[config.mk]
export PLATFORM = sky130hd
export DESIGN_NAME = bullet_sprite_drawer_flat
export DESIGN_NICKNAME = d
export VERILOG_FILES = /design/src/rtl/bullet_sprite_drawer_pkg.sv /design/src/rtl/bullet_sprite_drawer_if.sv /design/src/rtl/bullet_sprite_drawer_frame_tick_sync.sv /design/src/rtl/bullet_sprite_drawer.sv /design/src/flat_wrapper.sv
export SDC_FILE = /design/constraint.sdc
export NUM_CORES = 1
export LEC_CHECK = 0
export BUFFER_PORTS_ARGS = -buffer_cell sky130_fd_sc_hd__buf_2
export CORE_MARGIN = 2
export CORE_UTILIZATION = 30
export DETAILED_ROUTE_END_ITERATION = 12
export PLACE_DENSITY_LB_ADDON = 0.15
export SYNTH_ARGS = -nofsm -noshare
export SYNTH_HDL_FRONTEND = slang
export SYNTH_SLANG_ARGS = --single-unit
export TNS_END_PERCENT = 50
[constraint.sdc]
create_clock -name Clk -period 9.85 [get_ports Clk]
set_clock_uncertainty 0.15 [all_clocks]
set_input_delay 0.985 -clock Clk [delete_from_list [all_inputs] [get_ports Clk]]
set_output_delay 0.985 -clock Clk [all_outputs]
set_load 0.05 [all_outputs]
[src/rtl/bullet_sprite_drawer_pkg.sv]
// Shared constants, palette and slot type for the bullet sprite drawer.
// BULLET_BBOX_EN (optional) adds a magenta bounding-box overlay in the top module.
package bullet_pkg;

    localparam int SPRITE_W     = 7;
    localparam int SPRITE_H     = 25;
    localparam int SPRITE_DEPTH = SPRITE_W * SPRITE_H;

    // Packed so element 0 is the rightmost entry; index 0 is the transparent colour
    localparam logic [7:0][23:0] PALETTE = {
        24'h00FFFF, 24'hC0C0C0, 24'h808080, 24'hFF0000,
        24'hFF8000, 24'hFFFF00, 24'hFFFFFF, 24'h000000
    };

    localparam logic [23:0] BBOX_RGB = 24'hFF00FF;

    typedef struct packed {
        logic       active;
        logic [9:0] x;
        logic [9:0] y;
    } bullet_slot_t;

    function automatic logic [7:0] sprite_addr(input logic [4:0] row, input logic [2:0] col);
        return ({3'b000, row} * 8'd7) + {5'b00000, col};
    endfunction

endpackage

[src/rtl/bullet_sprite_drawer_if.sv]
// Fire handshake, pixel coordinates and sprite RAM / colour-mapper signals.
interface bullet_sprite_drawer_if;
    logic        fire_valid;
    logic        fire_ready;
    logic [9:0]  fire_x;
    logic [9:0]  fire_y;
    logic [9:0]  DrawX;
    logic [9:0]  DrawY;
    logic [18:0] read_address;
    logic [4:0]  sprite_data;
    logic        bullet_on;
    logic [23:0] bullet_rgb;
    logic [3:0]  active_count;

    modport slave (
        input  fire_valid, fire_x, fire_y, DrawX, DrawY, sprite_data,
        output fire_ready, read_address, bullet_on, bullet_rgb, active_count
    );

    modport master (
        output fire_valid, fire_x, fire_y, DrawX, DrawY, sprite_data,
        input  fire_ready, read_address, bullet_on, bullet_rgb, active_count
    );
endinterface

[src/rtl/bullet_sprite_drawer_frame_tick_sync.sv]
// Brings the asynchronous vsync level into the Clk domain and emits a
// one-cycle tick on its rising edge.
module frame_tick_sync (
    input  logic clk_i,
    input  logic rst_n_i,
    input  logic async_i,
    output logic tick_o
);
    logic sync1_q, sync2_q, prev_q;

    always_ff @(posedge clk_i or negedge rst_n_i) begin
        if (!rst_n_i) begin
            sync1_q <= 1'b0;
            sync2_q <= 1'b0;
            prev_q  <= 1'b0;
        end else begin
            sync1_q <= async_i;
            sync2_q <= sync1_q;
            prev_q  <= sync2_q;
        end
    end

    assign tick_o = sync2_q & ~prev_q;
endmodule

[src/rtl/bullet_sprite_drawer.sv]
// Bullet slot manager plus 2-stage pixel path in front of/behind frameRAM_Bullet.
// Optional BULLET_BBOX_EN: paint the sprite bounding-box border in BBOX_RGB.
module bullet_sprite_drawer
    import bullet_pkg::*;
#(
    parameter int NUM_BULLETS = 4,
    parameter int SPEED       = 4,
    parameter int SCREEN_H    = 480
) (
    input  logic                   Clk,
    input  logic                   Reset_n,
    input  logic                   frame_clk,
    bullet_sprite_drawer_if.slave  bus
);
    localparam int          IDX_W      = (NUM_BULLETS > 1) ? $clog2(NUM_BULLETS) : 1;
    localparam logic [9:0]  SPEED_V    = 10'(SPEED);
    localparam logic [10:0] SCREEN_H_V = 11'(SCREEN_H);
    localparam logic [9:0]  LAST_COL   = 10'(SPRITE_W - 1);
    localparam logic [9:0]  LAST_ROW   = 10'(SPRITE_H - 1);

    bullet_slot_t            slots_q [NUM_BULLETS];
    bullet_slot_t            slots_d [NUM_BULLETS];
    logic [3:0]              active_count_q, active_count_d;
    logic [NUM_BULLETS-1:0]  free_map;
    logic [IDX_W-1:0]        alloc_idx;
    logic                    fire_accept;
    logic                    tick;

    frame_tick_sync u_tick (
        .clk_i   (Clk),
        .rst_n_i (Reset_n),
        .async_i (frame_clk),
        .tick_o  (tick)
    );

    // ---------------- slot allocation and motion ----------------
    always_comb begin
        alloc_idx = '0;
        for (int i = NUM_BULLETS - 1; i >= 0; i--) begin
            if (free_map[i]) alloc_idx = IDX_W'(i);
        end
    end

    // Free map is taken before the tick, so a slot vacated by a tick is offered next cycle
    assign bus.fire_ready = (|free_map) && ({1'b0, bus.fire_y} < SCREEN_H_V);
    assign fire_accept    = bus.fire_valid && bus.fire_ready;

    always_comb begin
        for (int i = 0; i < NUM_BULLETS; i++) begin
            slots_d[i] = slots_q[i];
            if (tick && slots_q[i].active) begin
                if (slots_q[i].y >= SPEED_V) slots_d[i].y      = slots_q[i].y - SPEED_V;
                else                         slots_d[i].active = 1'b0;
            end
            if (fire_accept && (IDX_W'(i) == alloc_idx)) begin
                slots_d[i].active = 1'b1;
                slots_d[i].x      = bus.fire_x;
                slots_d[i].y      = bus.fire_y;
            end
        end
    end

    always_comb begin
        active_count_d = '0;
        for (int i = 0; i < NUM_BULLETS; i++) begin
            active_count_d = active_count_d + {3'b000, slots_d[i].active};
        end
    end

    // ---------------- stage 0: hit test and RAM address ----------------
    logic [10:0]            dx [NUM_BULLETS];
    logic [10:0]            dy [NUM_BULLETS];
    logic [NUM_BULLETS-1:0] hit_vec;

    generate
        for (genvar gi = 0; gi < NUM_BULLETS; gi++) begin : g_slot
            assign free_map[gi] = ~slots_q[gi].active;
            assign dx[gi]       = {1'b0, bus.DrawX} - {1'b0, slots_q[gi].x};
            assign dy[gi]       = {1'b0, bus.DrawY} - {1'b0, slots_q[gi].y};
            // Bit 10 is the borrow: pixel left of / above the sprite
            assign hit_vec[gi]  = slots_q[gi].active
                                && !dx[gi][10] && (dx[gi][9:0] <= LAST_COL)
                                && !dy[gi][10] && (dy[gi][9:0] <= LAST_ROW);
        end
    endgenerate

    logic       hit_s0;
    logic [4:0] row_s0;
    logic [2:0] col_s0;

    always_comb begin
        hit_s0 = 1'b0;
        row_s0 = '0;
        col_s0 = '0;
        for (int i = NUM_BULLETS - 1; i >= 0; i--) begin
            if (hit_vec[i]) begin
                hit_s0 = 1'b1;
                row_s0 = dy[i][4:0];
                col_s0 = dx[i][2:0];
            end
        end
    end

    assign bus.read_address = hit_s0 ? {11'b0, sprite_addr(row_s0, col_s0)} : '0;

    // ---------------- stages 1 and 2 ----------------
    logic        hit_d1_q;
    logic        bullet_on_q, bullet_on_d;
    logic [23:0] bullet_rgb_q, bullet_rgb_d;
    logic [2:0]  pix_idx;
    logic        unused_sprite_bits;

    assign pix_idx            = bus.sprite_data[2:0];
    assign unused_sprite_bits = ^bus.sprite_data[4:3];

`ifdef BULLET_BBOX_EN
    logic border_s0, border_d1_q;

    assign border_s0 = hit_s0 && ((col_s0 == 3'd0) || (col_s0 == 3'(SPRITE_W - 1)) ||
                                  (row_s0 == 5'd0) || (row_s0 == 5'(SPRITE_H - 1)));

    always_ff @(posedge Clk or negedge Reset_n) begin
        if (!Reset_n) border_d1_q <= 1'b0;
        else          border_d1_q <= border_s0;
    end

    always_comb begin
        bullet_on_d  = hit_d1_q && (border_d1_q || (pix_idx != 3'd0));
        bullet_rgb_d = '0;
        if (hit_d1_q && border_d1_q) bullet_rgb_d = BBOX_RGB;
        else if (bullet_on_d)        bullet_rgb_d = PALETTE[pix_idx];
    end
`else
    always_comb begin
        bullet_on_d  = hit_d1_q && (pix_idx != 3'd0);
        bullet_rgb_d = bullet_on_d ? PALETTE[pix_idx] : '0;
    end
`endif

    always_ff @(posedge Clk or negedge Reset_n) begin
        if (!Reset_n) begin
            for (int i = 0; i < NUM_BULLETS; i++) slots_q[i] <= '0;
            active_count_q <= '0;
            hit_d1_q       <= 1'b0;
            bullet_on_q    <= 1'b0;
            bullet_rgb_q   <= '0;
        end else begin
            for (int i = 0; i < NUM_BULLETS; i++) slots_q[i] <= slots_d[i];
            active_count_q <= active_count_d;
            hit_d1_q       <= hit_s0;
            bullet_on_q    <= bullet_on_d;
            bullet_rgb_q   <= bullet_rgb_d;
        end
    end

    assign bus.bullet_on    = bullet_on_q;
    assign bus.bullet_rgb   = bullet_rgb_q;
    assign bus.active_count = active_count_q;

endmodule

[src/flat_wrapper.sv]
// flat-port wrapper written by rule: the top's interface ports become plain ports
module bullet_sprite_drawer_flat import bullet_pkg::*;
#(
    parameter int NUM_BULLETS = 4,
    parameter int SPEED       = 4,
    parameter int SCREEN_H    = 480
)
  (Clk, Reset_n, frame_clk, bus_fire_valid, bus_fire_x, bus_fire_y, bus_DrawX, bus_DrawY, bus_sprite_data, bus_fire_ready, bus_read_address, bus_bullet_on, bus_bullet_rgb, bus_active_count);
  bullet_sprite_drawer_if bus_i ();
  input  logic Clk;
  input  logic Reset_n;
  input  logic frame_clk;
  input wire logic [$bits(bus_i.fire_valid)-1:0] bus_fire_valid;
  input wire logic [$bits(bus_i.fire_x)-1:0] bus_fire_x;
  input wire logic [$bits(bus_i.fire_y)-1:0] bus_fire_y;
  input wire logic [$bits(bus_i.DrawX)-1:0] bus_DrawX;
  input wire logic [$bits(bus_i.DrawY)-1:0] bus_DrawY;
  input wire logic [$bits(bus_i.sprite_data)-1:0] bus_sprite_data;
  output wire logic [$bits(bus_i.fire_ready)-1:0] bus_fire_ready;
  output wire logic [$bits(bus_i.read_address)-1:0] bus_read_address;
  output wire logic [$bits(bus_i.bullet_on)-1:0] bus_bullet_on;
  output wire logic [$bits(bus_i.bullet_rgb)-1:0] bus_bullet_rgb;
  output wire logic [$bits(bus_i.active_count)-1:0] bus_active_count;
  assign bus_i.fire_valid = bus_fire_valid;
  assign bus_i.fire_x = bus_fire_x;
  assign bus_i.fire_y = bus_fire_y;
  assign bus_i.DrawX = bus_DrawX;
  assign bus_i.DrawY = bus_DrawY;
  assign bus_i.sprite_data = bus_sprite_data;
  assign bus_fire_ready = bus_i.fire_ready;
  assign bus_read_address = bus_i.read_address;
  assign bus_bullet_on = bus_i.bullet_on;
  assign bus_bullet_rgb = bus_i.bullet_rgb;
  assign bus_active_count = bus_i.active_count;
  bullet_sprite_drawer #(.NUM_BULLETS(NUM_BULLETS), .SPEED(SPEED), .SCREEN_H(SCREEN_H)) u_core (.Clk(Clk), .Reset_n(Reset_n), .frame_clk(frame_clk), .bus(bus_i));
endmodule
==> results.json, run 1 <==
{
  "status": "complete, no violations",
  "cts-hold-fix-buffers": 0,
  "met1_length_mm": 14.3,
  "maxCapViolCount": 0,
  "cts.sinks": 101,
  "fp-row-count": 64,
  "grt_setup_unrepaired": "false",
  "irDropWorstVdd_uv": 111,
  "power.density_mw_per_mm2": 245,
  "final-max-slew-violation-count": 0,
  "yosysSeqAreaShare_pct": 27.2,
  "grt_overflow": 0,
  "gr-usage-all-layers_pct": 17.4,
  "wl_per_cell_um": 17.8,
  "grt_pass1_vias": 7792,
  "synth_warnings": 0,
  "firstDrtPassIters": 5,
  "initial_core_util_pct": 30.4,
  "postSynthCellCount": 1116,
  "syn2layout_area_growth_pct": 11.0,
  "nets": 1352,
  "p_int_mw": 1.32,
  "timing.hold.ws_ns": 0.202,
  "synthArstFlopShare_pct": 100,
  "p_seq_share_pct": 25.4,
  "power_mw": 2.53,
  "vias": 8143,
  "antenna_found_initial": 0,
  "cts_resized": 0,
  "fmax_ghz": 0.116,
  "place.gp.congestion": 0.840,
  "ys_types": 81,
  "fin_setup_tns_ns": 0,
  "synth_area_mm2": 0.00930,
  "swShare_pct": 47.8,
  "place_ws_ns": 1.21,
  "wl_met2_mm": 12.5,
  "drive_gt1_share_pct": 11.5,
  "core_mm2": 0.0306,
  "die_area_mm2": 0.0324,
  "ys.flop_type": "dfrtp_1",
  "via_per_inst": 5.15,
  "cts_buffers": 9,
  "n_antenna_cell": 0,
  "die_y_um": 180,
  "synth_seq_cells": 101,
  "worstSetupPathType": "input pin to output port",
  "slew_headroom_pct": 32.0,
  "required_ns": 8.72,
  "arrival_ns": 7.50,
  "routed-wl-met3_um": 812,
  "grt_max_degree": 52,
  "final_cell_mix": "inv_1, nand2_1, ha_1",
  "p_leak_nw": 4.88,
  "postCtsSetupRepairBufs": 0,
  "cp_max_fo": 9,
  "top_layer": "met4",
  "insertion_delay_ns": 0.37,
  "portBuffers": 83,
  "fin_crit_ns": 8.64,
  "synth_edf_count": 0,
  "htree_num_levels": 3,
  "final_common_cell": "inv_1",
  "tritoncts": "built",
  "grt_pass1_wl_mm": 44.7,
  "ios": 98,
  "worst_slew_pin_slew_ns": 1.02,
  "routed_wl_mm": 28.1,
  "start_kind": "input pin",
  "ant_nets": 0,
  "dr.first_iter.drc_count": 617,
  "combinationalPowerShare_pct": 60.0,
  "dpl.hpwl_mm": 22.6,
  "route.detailed.drc": 0,
  "post-route-period-util_pct": 87.7,
  "finalHoldViolCount": 0,
  "setup_viol": 0,
  "clkTransAtPathRegs_ns": 0.08,
  "crit_path_end_kind": "output port",
  "clock_power_share_pct": 14.7,
  "switchingPower_mw": 1.21,
  "setup_slack_ns": 1.21,
  "synth.avg_cell_area_um2": 8.33,
  "hold_class": "flip-flop to flip-flop",
  "die_x_um": 180,
  "clk_path_buf_depth": 2,
  "clock-root-buffer": "clkbuf_16"
}
-- critical path, cell delays in order --
cell and delay [ns]:
buf_2 0.09, inv_1 0.16, ha_1 0.19, inv_1 0.05
fa_1 0.42, a21o_1 0.18, a221oi_1 0.27, o211ai_1 0.13
a311o_1 0.33, or4_4 0.49, a311oi_4 0.44, nand3_4 0.20
a221oi_1 0.66, o31ai_1 0.18, fa_1 0.57, inv_1 0.05
fa_1 0.56, inv_1 0.06, ha_1 0.28, a21o_1 0.15
a21o_1 0.19, a21o_1 0.18, a21oi_1 0.16, xnor2_1 0.13
and2_1 0.13, buf_2 0.26
-- path summary, 6_finish.rpt --
check	slack [ns]	end	cells after the start	start
max	1.21	bus_read_address[6]	26	bus_DrawX[0]
min	0.20	u_core.u_tick.sync2_q	0	u_core.u_tick.sync1_q
max reg2reg	5.69	u_core.hit_d1_q	10	u_core.slots_q[65]
min reg2reg	0.20	u_core.u_tick.sync2_q	0	u_core.u_tick.sync1_q
max in group asynchronous	7.82	u_core.bus.bullet_rgb[22]	2	Reset_n
min in group asynchronous	0.50	u_core.slots_q[25]	1	Reset_n
-- registers in the layout (all words and copies together) (netlist names) --
| signal | flops |
|---|---|
| u_core.bus.bullet_on | 1 |
| u_core.u_tick.sync1_q | 1 |
| u_core.hit_d1_q | 1 |
| u_core.u_tick.sync2_q | 1 |
| u_core.bus.bullet_rgb | 9 |
| u_core.slots_q | 84 |
| u_core.u_tick.prev_q | 1 |
| u_core.bus.active_count | 3 |
-- power by group through the flow --
stage	clock network, mW	registers (mW)	logic [mW]
2_1_floorplan	0	0.637	1.12
3_3_place_gp	0	0.647	1.49
3_5_place_dp	0	0.650	1.50
4_1_cts	0.386	0.641	1.51
5_1_grt	0.398	0.661	1.71
6_report	0.372	0.642	1.52
-- logic make-up after synthesis --
logic type               after synthesis  synth area share [%]
XOR/XNOR                              31                  2.92
other                                  1                0.0403
flip-flops                           101                  27.2
AND/OR/NAND/NOR                      357                  19.5
multiplexers                          12                  1.31
adder cells (fa/ha/maj)              124                  17.9
AO/OA/AOI/OAI                        312                  22.7
buffers and inverters                178                  8.42
-- cell usage after synthesis, drive strengths merged (4+ instances only) --
cell | number | share of area, %
inv | 129 | 5.2
nand2 | 114 | 4.6
ha | 109 | 15
dfrtp | 101 | 27
o21ai | 92 | 5.0
nor2 | 70 | 2.8
a21oi | 59 | 3.2
buf | 32 | 2.5
nor3 | 25 | 1.3
nand3 | 22 | 1.3
nand2b | 20 | 1.3
a211oi | 17 | 1.4
clkbuf | 17 | 0.69
nor2b | 17 | 1.1
xnor2 | 17 | 1.6
fa | 15 | 3.2
nor4 | 14 | 1.1
xor2 | 14 | 1.3
a21o | 13 | 1.0
o211ai | 13 | 1.0
a221o | 12 | 1.3
a31oi | 11 | 0.74
mux2i | 11 | 1.2
nor3b | 11 | 0.89
and3 | 9 | 0.61
a22oi | 8 | 0.65
nand4 | 8 | 0.54
o21a | 8 | 0.65
or2 | 8 | 0.54
or3 | 8 | 0.54
and2 | 7 | 0.47
o311ai | 7 | 0.66
nand3b | 6 | 0.48
o221ai | 6 | 0.57
o22ai | 6 | 0.40
o31a | 6 | 0.57
a221oi | 5 | 0.47
o31ai | 5 | 0.40
or4 | 5 | 0.48
a2111oi | 4 | 0.65
a22o | 4 | 0.38
o2111ai | 4 | 0.38
o32ai | 4 | 0.38
-- metal layers --
metal,up-vias,track usage [%]
met3,24,1.98
met5,-,0
met4,0,3.94
met2,158,27.5
li1,4098,-
met1,3863,25.5
-- layout make-up --
cell class	count	area, um2
clock buffers	9	225
clock inverters	7	67.6
fillers	3271	20300
inverters	129	484
multi-input cells	848	6050
flip-flops and latches	101	2530
well taps	396	495
repair buffers	90	470
-- stage by stage --
step                      utilization (%)  cell area (um2)  instances
after detailed placement             32.8            10000       1564
after global placement               32.8            10000       1564
final                                33.7            10300       1580
after global routing                 33.7            10300       1580
after CTS                            33.7            10300       1580
after floorplan                         -             9340       1127
Note: power is estimated with default switching activity, not from simulation.
==> run 2, diff against run 1 <==
--- a/config.mk
+++ b/config.mk
@@ -5,6 +5,7 @@
 export SDC_FILE = /design/constraint.sdc
 export NUM_CORES = 1
 export LEC_CHECK = 0
+export ABC_AREA = 1
 export BUFFER_PORTS_ARGS = -buffer_cell sky130_fd_sc_hd__buf_2
 export CORE_MARGIN = 2
 export CORE_UTILIZATION = 30
==> run 2 against run 1 <==
Against the previous run:
- cell area increased by 4.8%
- routed wire length decreased by 0.79%
- final cell count increased by 19%
- sequential cell count unchanged
- power increased by 19%
- die area increased by 4.7%
- fmax increased by 13%
- clock-buffer cell count increased by 1
==> results.json, run 2 <==
{
  "grt_pass1_wl_mm": 43.9,
  "yosysSeqAreaShare_pct": 25.9,
  "final_cell_mix": "nand2_1, inv_1, ha_1",
  "cp_max_fo": 14,
  "arrival_ns": 6.49,
  "grt_overflow": 0,
  "maxCapViolCount": 0,
  "r2r_end": "u_core.bus.active_count[1]",
  "cpPeakStageDelay_ns": 0.52,
  "status": "complete, no violations",
  "die_area_mm2": 0.0339,
  "hp-start": "u_core.u_tick.sync1_q",
  "fp-row-count": 65,
  "hold_class": "flip-flop to flip-flop",
  "clkTransAtPathRegs_ns": 0.07,
  "hold_end": "u_core.u_tick.sync2_q",
  "drive_gt1_share_pct": 9.25,
  "cts_buffers": 9,
  "finalHoldViolCount": 0,
  "firstDrtPassIters": 5,
  "synth_top_area_share_pct": 25.9,
  "synthArstFlopShare_pct": 100,
  "vias": 8662,
  "route.detailed.drc": 0,
  "core_mm2": 0.0318,
  "post-route-period-util_pct": 77.4,
  "ios": 98,
  "die_x_um": 184,
  "irDropWorstVdd_uv": 106,
  "cts_resized": 0,
  "yosysMostFrequentCell": "nand2_1",
  "slew_headroom_pct": 28.0,
  "clock-root-buffer": "clkbuf_16",
  "dp.cells": 1870,
  "cpMaxStageDelayCell": "fa_1",
  "insertion_delay_ns": 0.36,
  "fillers": 3486,
  "synth_common_cells": "nand2_1, inv_1, ha_1",
  "ff2ff_setup_slack_ns": 6.13,
  "tritoncts": "built",
  "fin_crit_ns": 7.63,
  "fmax_ghz": 0.131,
  "cts.sinks": 101,
  "place.gp.congestion": 0.871,
  "htree_num_levels": 3,
  "grt_max_degree": 53,
  "ys.flop_type": "dfrtp_1",
  "largest_register_ffs": 84,
  "ant_nets": 0,
  "portBuffers": 83,
  "routed_wl_mm": 27.8,
  "postSynthCellCount": 1380,
  "synth_area_leaders": "dfrtp_1, ha_1, nand2_1, inv_1, nand3_1",
  "antenna_found_initial": 2,
  "ys_types": 51,
  "synth_warnings": 0,
  "power.density_mw_per_mm2": 278,
  "regMostFlops": "u_core.slots_q",
  "grt_setup_unrepaired": "false",
  "die_y_um": 184,
  "via_per_inst": 4.60,
  "clk_path_buf_depth": 2,
  "nets": 1619,
  "crit_path_end_kind": "output port",
  "r2r_start": "u_core.slots_q[83]",
  "holdPathStages": 0,
  "n_antenna_cell": 0,
  "gr-usage-all-layers_pct": 16.7,
  "cts-hold-fix-buffers": 0,
  "synth_seq_cells": 101,
  "grt_pass1_vias": 8013,
  "setup_viol": 0,
  "timing.hold.ws_ns": 0.207,
  "dr.first_iter.drc_count": 452,
  "required_ns": 8.72,
  "postCtsSetupRepairBufs": 0,
  "fin_setup_tns_ns": 0,
  "initial_core_util_pct": 30.6,
  "worstSetupPathType": "input pin to output port",
  "p_leak_nw": 5.78,
  "synth_edf_count": 0,
  "synth.avg_cell_area_um2": 7.06,
  "dpl.hpwl_mm": 23.0,
  "final_common_cell": "nand2_1",
  "power_mw": 3.01,
  "synth_area_mm2": 0.00975,
  "final-max-slew-violation-count": 0,
  "syn2layout_area_growth_pct": 10.9,
  "start_kind": "input pin",
  "worst_slew_pin_slew_ns": 1.08,
  "reg2reg_depth": 10,
  "yosys.area.top_type": "dfrtp_1",
  "final_cells": 1884,
  "wl_per_cell_um": 14.8
}
## run 2: cell count changes in the layout (fill, tap and decap cells not counted), moves of 10 or more
cell      before  now
xor2_1        14   35
nand4_1        8   38
nand2b_1      20    0
nand3_1       21   82
a211oi_1      17    4
nor3b_1       10    0
nand2_1      114  323
mux2i_1       11    0
o21ai_0       90   78
a221o_1       12    0
nor2_1        69  107
inv_1        127  244
nor4_1        13    1
nor2b_1       17    0
## run 2: area by class of cell
cell class | instances | area [um2] | area share (%)
Clock inverter | 4 | 75.1 | 0.695
Sequential cell | 101 | 2530 | 23.4
Tap cell | 435 | 544 | 5.04
Multi-Input combinational cell | 996 | 6050 | 56.0
Clock buffer | 10 | 229 | 2.12
Inverter | 253 | 950 | 8.79
Timing Repair Buffer | 85 | 433 | 4.01
## run 2: worst max-delay path, delay by kind of cell
family	cells	cell delay, ns
AOI/OAI and AO/OA	1	0.10
xor gates and xnor gates	2	0.26
adders and majority gates	5	2.15
buffers and inverters	6	0.75
and+or+nand+nor	15	2.24
## run 2: power by group
part / total (mW) / switching [mW] / internal [mW]
registers: 0.685 / 0.100 / 0.585
clock network: 0.389 / 0.168 / 0.220
logic: 1.93 / 1.25 / 0.685
total: 3.01 / 1.52 / 1.49
## run 2: through the flow
| step | util, % | cell area, um2 | setup WS (ns) |
|---|---|---|---|
| floorplan | - | 9790 | 2.77 |
| finish | 34.0 | 10800 | 2.22 |
| CTS | 34.0 | 10800 | 2.17 |
| detailed placement | 33.0 | 10500 | 2.19 |
| global placement | 33.0 | 10500 | 2.22 |
| global route | 34.0 | 10800 | 1.75 |
## run 2: cells by family after synthesis
group / count (synthesis) / synth area share (%)
DFF: 101 / 25.9
other: 1 / 0.0385
xor gates and xnor gates: 45 / 4.24
and+or+nand+nor: 611 / 27.8
AOI/OAI and AO/OA: 204 / 12.3
buffers and inverters: 294 / 12.5
adders and majority gates: 124 / 17.1
## run 2: layer usage
metal	up-vias	GRT usage [%]	wire [um]
li1	4578	-	-
met1	3912	23.7	14300
met2	150	27.0	12300
met3	18	2.39	916
met4	4	2.91	232
met5	-	0	21
## run 2: how the worst max path moves through the flow
stage | to | startpoint | cells after the start
finish | bus_read_address[7] | bus_DrawX[0] | 29
global route | bus_read_address[7] | bus_DrawX[0] | 35
CTS | bus_read_address[7] | bus_DrawX[0] | 29
detailed placement | bus_read_address[7] | bus_DrawX[0] | 29
global placement | bus_read_address[7] | bus_DrawX[0] | 29
floorplan | bus_read_address[7] | bus_DrawX[0] | 34
